$ cat src/rtl/hdmi_timing_ctrl.sv
// Video timing generator for an HDMI/TMDS transmitter: raster counters, syncs,
// data enable, and the control/guard-band preamble ahead of every active line.
module hdmi_timing_ctrl #(
    parameter int H_ACTIVE = 640,
    parameter int H_FP     = 16,
    parameter int H_SYNC   = 96,
    parameter int H_BP     = 48,
    parameter int V_ACTIVE = 480,
    parameter int V_FP     = 10,
    parameter int V_SYNC   = 2,
    parameter int V_BP     = 33,
    parameter bit HS_POL   = 1'b0,
    parameter bit VS_POL   = 1'b0
) (
    input  logic        i_pixclk,
    input  logic        i_reset_n,
    input  logic        i_enable,
    output logic        o_hsync,
    output logic        o_vsync,
    output logic        o_de,
    output logic [3:0]  o_ctrl,
    output logic        o_guard,
    output logic [11:0] o_x,
    output logic [11:0] o_y,
    output logic        o_frame_start,
    output logic        o_busy
);

    localparam int H_TOTAL = H_ACTIVE + H_FP + H_SYNC + H_BP;
    localparam int V_TOTAL = V_ACTIVE + V_FP + V_SYNC + V_BP;

    localparam logic [11:0] H_LAST      = 12'(H_TOTAL - 1);
    localparam logic [11:0] V_LAST      = 12'(V_TOTAL - 1);
    localparam logic [11:0] H_ACT       = 12'(H_ACTIVE);
    localparam logic [11:0] V_ACT       = 12'(V_ACTIVE);
    localparam logic [11:0] HS_START    = 12'(H_ACTIVE + H_FP);
    localparam logic [11:0] HS_END      = 12'(H_ACTIVE + H_FP + H_SYNC);
    localparam logic [11:0] VS_START    = 12'(V_ACTIVE + V_FP);
    localparam logic [11:0] VS_END      = 12'(V_ACTIVE + V_FP + V_SYNC);
    localparam logic [11:0] CTRL_START  = 12'(H_TOTAL - 10);
    localparam logic [11:0] GUARD_START = 12'(H_TOTAL - 2);

    typedef enum logic [1:0] {
        ST_IDLE,
        ST_RUN,
        ST_STOPPING
    } state_t;

    state_t      state;
    logic [11:0] h;
    logic [11:0] v;

    logic        running;
    logic        h_wrap;
    logic        frame_wrap;
    logic [11:0] v_next;
    logic        preamble;
    logic        de_n;
    logic        hs_on;
    logic        vs_on;
    logic        ctrl_on;
    logic        guard_on;

    // NOTE: every signal gets a default first so no path through this block can infer a latch.
    always_comb begin
        running    = (state != ST_IDLE);
        h_wrap     = (h == H_LAST);
        frame_wrap = h_wrap && (v == V_LAST);
        v_next     = (v == V_LAST) ? 12'd0 : v + 12'd1;
        // The last line before a stop has no following video, so it gets no preamble.
        preamble   = running && (v_next < V_ACT) &&
                     !((state == ST_STOPPING) && (v == V_LAST));
        de_n       = running && (h < H_ACT) && (v < V_ACT);
        hs_on      = running && (h >= HS_START) && (h < HS_END);
        vs_on      = running && (v >= VS_START) && (v < VS_END);
        ctrl_on    = preamble && (h >= CTRL_START) && (h < GUARD_START);
        guard_on   = preamble && (h >= GUARD_START);
    end

    // NOTE: sequential state uses non-blocking assignments so every flop samples pre-edge values.
    // NOTE: the asynchronous reset clears outputs immediately, without waiting for a clock edge.
    always_ff @(posedge i_pixclk or negedge i_reset_n) begin
        if (!i_reset_n) begin
            state         <= ST_IDLE;
            h             <= '0;
            v             <= '0;
            o_hsync       <= ~HS_POL;
            o_vsync       <= ~VS_POL;
            o_de          <= 1'b0;
            o_ctrl        <= 4'b0000;
            o_guard       <= 1'b0;
            o_x           <= '0;
            o_y           <= '0;
            o_frame_start <= 1'b0;
            o_busy        <= 1'b0;
        end else begin
            // Outputs describe the counter state held during the previous cycle.
            o_hsync       <= hs_on ? HS_POL : ~HS_POL;
            o_vsync       <= vs_on ? VS_POL : ~VS_POL;
            o_de          <= de_n;
            o_ctrl        <= ctrl_on ? 4'b0001 : 4'b0000;
            o_guard       <= guard_on;
            o_x           <= de_n ? h : 12'd0;
            o_y           <= de_n ? v : 12'd0;
            o_frame_start <= de_n && (h == 12'd0) && (v == 12'd0);
            o_busy        <= running;

            if (running) begin
                h <= h_wrap ? 12'd0 : h + 12'd1;
                if (h_wrap) begin
                    v <= v_next;
                end
            end

            case (state)
                ST_IDLE: begin
                    if (i_enable) begin
                        // Start on the last line so a full preamble precedes line 0.
                        state <= ST_RUN;
                        h     <= 12'd0;
                        v     <= V_LAST;
                    end
                end
                ST_RUN: begin
                    if (!i_enable) begin
                        state <= ST_STOPPING;
                    end
                end
                ST_STOPPING: begin
                    if (i_enable) begin
                        state <= ST_RUN;
                    end else if (frame_wrap) begin
                        state <= ST_IDLE;
                        h     <= 12'd0;
                        v     <= 12'd0;
                    end
                end
                default: begin
                    state <= ST_IDLE;
                end
            endcase
        end
    end

endmodule

$ cat config.mk
export PLATFORM = sky130hd
export DESIGN_NAME = hdmi_timing_ctrl
export DESIGN_NICKNAME = d
export VERILOG_FILES = /design/src/rtl/hdmi_timing_ctrl.sv
export SDC_FILE = /design/constraint.sdc
export NUM_CORES = 1
export LEC_CHECK = 0
export CORE_ASPECT_RATIO = 0.9
export CORE_UTILIZATION = 28
export CTS_BUF_LIST = sky130_fd_sc_hd__clkbuf_8
export CTS_CLUSTER_SIZE = 28
export DETAILED_ROUTE_END_ITERATION = 6
export MAX_ROUTING_LAYER = met4
export PLACE_DENSITY_LB_ADDON = 0.08
export SYNTH_ARGS = -nofsm -noshare
export SYNTH_HDL_FRONTEND = slang
export SYNTH_SLANG_ARGS = --single-unit
$ cat constraint.sdc
create_clock -name i_pixclk -period 2.06 [get_ports i_pixclk]
set_input_delay 0.412 -clock i_pixclk [delete_from_list [all_inputs] [get_ports i_pixclk]]
set_output_delay 0.412 -clock i_pixclk [all_outputs]
set_load 0.03 [all_outputs]
Yosys cells after proc, flatten, opt, wreduce, memory -nomap -nowiden
Index checks and enable logic that the tools add are counted.
{"block": "classes", "n_addsub": 2, "order_cmp": 10, "eq_ne": 7, "muxes": 23, "reduce_logical": 21}
{"operator": "two-way mux 12 bit", "n": 13}
{"operator": "one-hot mux 12 bit (2 select lines)", "n": 2}
{"operator": ">= comparator 12 x 10 -> 1 bit (second input constant)", "n": 3}
{"operator": "less-than comparator 12 x 10 -> 1 bit (second input constant)", "n": 3}
{"operator": "less-than comparator 12 x 9 -> 1 bit (second input constant)", "n": 3}
{"operator": "adder 12 x 1 -> 12 bit (second input constant)", "n": 2}
{"operator": "== test 12 x 10 -> 1 bit (second input constant)", "n": 2}
{"operator": "logical NOT 12 bit", "n": 2}
{"operator": "logical AND 1 bit", "n": 15}
{"operator": ">= comparator 12 x 9 -> 1 bit (second input constant)", "n": 1}
{"operator": "two-way mux 2 bit", "n": 4}
{"operator": "one-hot mux 2 bit (3 select lines)", "n": 1}
{"operator": "inequality test 2 bit (second input constant)", "n": 2}
{"operator": "two-way mux 1 bit", "n": 3}
{"operator": "inequality test 3 bit (second input constant)", "n": 1}
{"operator": "AND reduction 3 bit", "n": 1}
{"operator": "== test 2 x 1 -> 1 bit (second input constant)", "n": 1}
{"operator": "== test 2 bit (second input constant)", "n": 1}
{"operator": "logical NOT 2 bit", "n": 1}
{"operator": "nonzero test 2 bit", "n": 1}
{"operator": "logical NOT 1 bit", "n": 1}
{"block": "totals", "register_bits": 57, "in_bits": 3, "elab_cells": 75}

Logic depth before layout (Yosys ltp)
Gate-level depths: netlist of the first run.
{"block": "logic_depth", "word_depth": 8, "mapped_depth": 8}

Worst setup path after synthesis of the first run
OpenSTA, ideal clock, no wires.
{"block": "synth_path", "kind": "flip-flop to flip-flop", "startpoint": "register v[0]", "endpoint": "register v[4]", "setup_time_ns": 0.077, "arrival_time_ns": 1.787, "t_required_ns": 1.983, "path_slack_ns": 0.196, "stages_incl_launch_ff": 8, "path_buffers": 2, "synth_period_minus_slack_ns": 1.864, "cell_sequence": "dfrtp_1 > clkbuf_1 > inv_1 > ha_1 > and4_1 > clkbuf_1 > or4_1 > a21oi_1"}
{"block": "synth_between", "elab_chain_cells": 7}
{"element": "start: declaration", "line_no": "51", "text": "logic [11:0] v;"}
{"element": "start signal: assignment", "line_no": "111", "text": "v <= v_next;"}
{"element": "adder 12 x 1 -> 12 bit or == test 12 x 10 -> 1 bit (tied branches)", "line_no": "69, 68"}
{"element": "two-way mux 12 bit", "line_no": "69", "text": "v_next = (v == V_LAST) ? 12'd0 : v + 12'd1;"}
{"element": "two-way mux 12 bit", "line_no": "110", "text": "if (h_wrap) begin"}
{"element": "two-way mux 12 bit", "line_no": "108", "text": "if (running) begin"}
{"element": "two-way mux 12 bit", "line_no": "132", "text": "end else if (frame_wrap) begin"}
{"element": "two-way mux 12 bit", "line_no": "130", "text": "if (i_enable) begin"}
{"element": "one-hot mux 12 bit (2 select lines) *", "line_no": "115", "text": "case (state)"}
Mark *: on every way between the ends. The rest lies on a longest branch, timed or not.
A chain may end at the register's enable or synchronous reset.

Worst setup path in the final report of the first run
{"block": "layout_path", "startpoint": "register o_hsync", "endpoint": "output port o_hsync"}
{"element": "start: declaration", "line_no": "18", "text": "output logic o_hsync,"}
{"element": "start signal: assignment", "line_no": "87", "text": "o_hsync <= ~HS_POL;"}
{"element": "start signal: assignment", "line_no": "98", "text": "o_hsync <= hs_on ? HS_POL : ~HS_POL;"}
No word-level cell between the ends.

==> summary.md, run 1 <==
| Metric | Value |
|---|---|
| Commonest cells post-synth | `55 x dfrtp_1, 29 x nor2_1, 18 x nand2_1` |
| Synth Area in Compound Gates | `0.0845` |
| Area Growth Syn to Fin | `33.9%` |
| Global route overflow | `0` |
| Clock skew | `0.00431 ns` |
| Total track usage | `0.157` |
| Fill cells | `949` |
| CP endpoint kind | `output pin` |
| Combinational family with the most area after synthesis | `simple AND/OR/NAND/NOR gates` |
| CTS root buf | `clkbuf_8` |
| Die area | `10200 um2` |
| Final slew viol count | `0` |
| CP max stage delay | `0.65 ns` |
| Pwr/cell area | `710 nW/um2` |
| # Post-CTS Setup Buffers | `0` |
| Initial antenna violation count | `0` |
| Async SR Flop Fraction | `1.00` |
| Worst skew pair latency | `0.34 ns` |
| Clk slew on worst S/H paths | `0.07 ns` |
| Final hold vios | `0` |
| Drt first-iter violations | `138` |
| DR DRC count | `0` |
| Top cell type's share of synthesized area | `0.500` |
| Diodes inserted | `0` |
| First-pass GRT wire length | `11500 um` |
| Most common cell in the netlist | `dfrtp_1` |
| Dominant cell type by area after synthesis | `dfrtp_1` |
| DR pass1 iterations | `4` |
| Synth Area in XOR/XNOR | `0.0509` |
| Cell count after synthesis | `270` |
| Cell Count Post-Placement | `453` |
| Setup Viol. Count Final | `0` |
| Largest cells by area after synthesis | `dfrtp_1 50%, nor2_1 4.0%, and2_1 3.2%` |
| Post-Synth Simple-Gate Area | `0.271` |
| CTS sink count | `57` |
| Final worst setup slack | `0.141 ns` |
| CTS tree | `done` |
| Fin crit share | `0.932` |
| WP data arrival | `1.51 ns` |
| Max Cap Viol | `0` |
| Max Buffers Root-to-Sink | `2` |
| Vias in the first global route | `2090` |
| Static leakage power | `1.60 nW` |
| Post-route ant nets | `0` |
| CP Cell Sequence | `clkdlybuf4s50_1` |
| DR vias | `2202` |
| Worst EP required | `1.65 ns` |
| Pre-CTS WS | `0.159 ns` |
| # H-tree levels | `3` |
| Final nets | `349` |
| Critical path's top delay family | `buffers and inverters` |
| Drt total wl | `7090 um` |
| # IOs | `37` |
| Commonest register cell after synthesis | `dfrtp_1` |
| Initial Util | `0.295` |
| RSZ-0062 raised after global routing | `no` |
| Post-synthesis cell area | `2760 um2` |
| Die Wd | `107 um` |
| Outcome | `completed` |
| Unique masters post-synth | `52` |
| Cell area after layout | `3690 um2` |
| EDFF count, synth | `0` |
| Post-synthesis adder-cell area fraction | `0.0182` |
| WP buf/inv | `1` |
| Seq/Total Area, Yosys | `0.519` |
| Clock period minus worst slack | `1.92 ns` |
| Max Freq | `0.521 GHz` |
| Post-DP HPWL | `5170 um` |
| Chip Height | `96.1 um` |
| Proportion of layout cells with a drive suffix above 1 | `0.216` |
| WL per Instance | `15.1 um` |
| Slowest cell on the critical path | `clkdlybuf4s50_1` |
| Largest net degree at the start of global routing | `32` |
| Finished Layout Cells | `469` |
| Setup crit start kind | `flip-flop` |
| Seq cells post-synth | `57` |
| Post-DP Area | `3460 um2` |
| CP max FO | `1` |
| # port buffers | `33` |
| Num CTS Buffers | `9` |
| Worst hold path type | `input port to async pin` |
| Mean Syn Cell Area | `10.2 um2` |
| Crit path kind | `flip-flop to output pin` |
| Core Box Area | `9330 um2` |
| Yosys warns | `0` |
| GPL Wtd Cong | `0.833` |
| Total Neg Setup Slack | `0 ns` |
| IR Drop Worst-Case VDD | `0.000244 V` |
| DR vias/cell | `4.70` |
| Rows | `33` |
| Multiplexer area fraction after synthesis | `0` |
| Pwr Total | `0.00262 W` |
logic make-up (layout without fill, tap and decap cells):
group,Yosys count,count (layout)
flops,57,57
simple gates,126,126
fa+ha+maj,4,4
buf+inv,30,100
compound gates,36,36
other cells,1,8
xor+xnor,16,16
placed cells by master (no fill, tap or decap), types with 2 or more instances in the layout:
cell type and n:
a21o_2 2, a21oi_1 14, and2_1 14, and3_1 2
and4_1 2, buf_4 40, bufinv_16 2, clkbuf_8 10
clkdlybuf4s50_1 32, clkinv_2 2, conb_1 8, dfrtp_1 55
dfstp_2 2, ha_1 4, inv_1 9, nand2_1 18
nand2b_1 3, nand3_1 13, nand3b_1 2, nand4_1 8
nor2_1 29, nor3_1 11, nor4_1 6, nor4_4 2
o21ai_0 7, o311ai_0 2, or3_1 2, or4_1 3
xnor2_1 7, xor2_1 9
worst paths after layout:
| path | startpoint | end | slack, ns | cells past startpoint |
|---|---|---|---|---|
| min reg2reg | state[0] | state[0] | 0.60 | 1 |
| max reg2reg | v[4] | o_ctrl[0] | 0.19 | 6 |
| max | o_hsync | o_hsync | 0.14 | 1 |
| min in group i_pixclk | state[0] | state[0] | 0.60 | 1 |
| max in group asynchronous | i_reset_n | o_vsync | 1.64 | 2 |
| min | i_reset_n | o_x[11] | 0.07 | 2 |
power by group:
group	leakage (nW)	internal, W	switching [W]
sequential	0.753	0.00115	0.0000182
clock	0.117	0.000707	0.000467
combinational	0.729	0.000103	0.000173
total	1.60	0.00196	0.000658
registers in the layout (all words and copies together) (netlist names), 2 cells and up:
| name | flops |
|---|---|
| state | 2 |
| v | 12 |
| o_x | 12 |
| o_y | 12 |
| h | 12 |
area by class of cell:
type	instances	area, um2	share of cell area
Inverter	10	37.5	0.0102
Clock buffer	10	138	0.0373
Multi-Input combinational cell	190	1200	0.326
Clock inverter	6	82.6	0.0224
Timing Repair Buffer	74	646	0.175
Tap cell	122	153	0.0414
Sequential cell	57	1430	0.387
per-layer routing:
metal | vias to the layer above | part of all wire | global-route usage | wire length, um
met5 | - | 0 | - | 0
met4 | 0 | 0.010 | 0.0434 | 72
met3 | 6 | 0.054 | 0.0460 | 380
met2 | 53 | 0.41 | 0.215 | 2940
met1 | 1074 | 0.52 | 0.222 | 3700
li1 | 1069 | - | - | -
stage by stage:
stage	hold slack (ns)	utilization
global route	0.103	0.395
global placement	0.454	0.371
CTS	0.0856	0.395
floorplan	0.116	-
finish	0.0715	0.395
detailed placement	0.455	0.371
worst reg2reg max path, stage by stage (launching register included):
cell	delay, ns
dfrtp_1	0.48
nand3_1	0.25
nor3_1	0.26
buf_4	0.16
xor2_1	0.06
a32o_1	0.23
nor4_1	0.32
what timing repair did:
| action | in CTS | in global routing |
|---|---|---|
| setup endpoints to repair | 0 | 1 |
| hold buffers | 0 | 0 |
| resized for setup | 0 | 1 |
Note: power is estimated with default switching activity, not from simulation.
==> run 2, diff against run 1 <==
--- a/config.mk
+++ b/config.mk
@@ -8,10 +8,11 @@
 export CORE_ASPECT_RATIO = 0.9
 export CORE_UTILIZATION = 28
 export CTS_BUF_LIST = sky130_fd_sc_hd__clkbuf_8
-export CTS_CLUSTER_SIZE = 28
 export DETAILED_ROUTE_END_ITERATION = 6
+export GPL_ROUTABILITY_DRIVEN = 0
 export MAX_ROUTING_LAYER = met4
 export PLACE_DENSITY_LB_ADDON = 0.08
+export SLEW_MARGIN = 20
 export SYNTH_ARGS = -nofsm -noshare
 export SYNTH_HDL_FRONTEND = slang
 export SYNTH_SLANG_ARGS = --single-unit
==> results of run 2 <==
Final layout, timing and power as in run 1 (identical DEF).
==> run 3, diff against run 2 <==
--- a/config.mk
+++ b/config.mk
@@ -10,6 +10,7 @@
 export CTS_BUF_LIST = sky130_fd_sc_hd__clkbuf_8
 export DETAILED_ROUTE_END_ITERATION = 6
 export GPL_ROUTABILITY_DRIVEN = 0
+export HOLD_SLACK_MARGIN = 0.08
 export MAX_ROUTING_LAYER = met4
 export PLACE_DENSITY_LB_ADDON = 0.08
 export SLEW_MARGIN = 20
==> constraint.sdc (replaced) <==
create_clock -name i_pixclk -period 2.06 [get_ports i_pixclk]
set_input_delay 0.412 -clock i_pixclk [delete_from_list [all_inputs] [get_ports i_pixclk]]
set_output_delay 0.412 -clock i_pixclk [all_outputs]
set_load 0.01 [all_outputs]
==> results of run 3 <==
The final DEF is identical to that of run 1. Status: completed.
Among the figures that moved: setup slack after layout 0.141 ns -> 0.193 ns; start point of the critical path o_hsync -> v[4]; end point of the critical path o_hsync -> o_ctrl[0]; total power 0.00262 W -> 0.00260 W
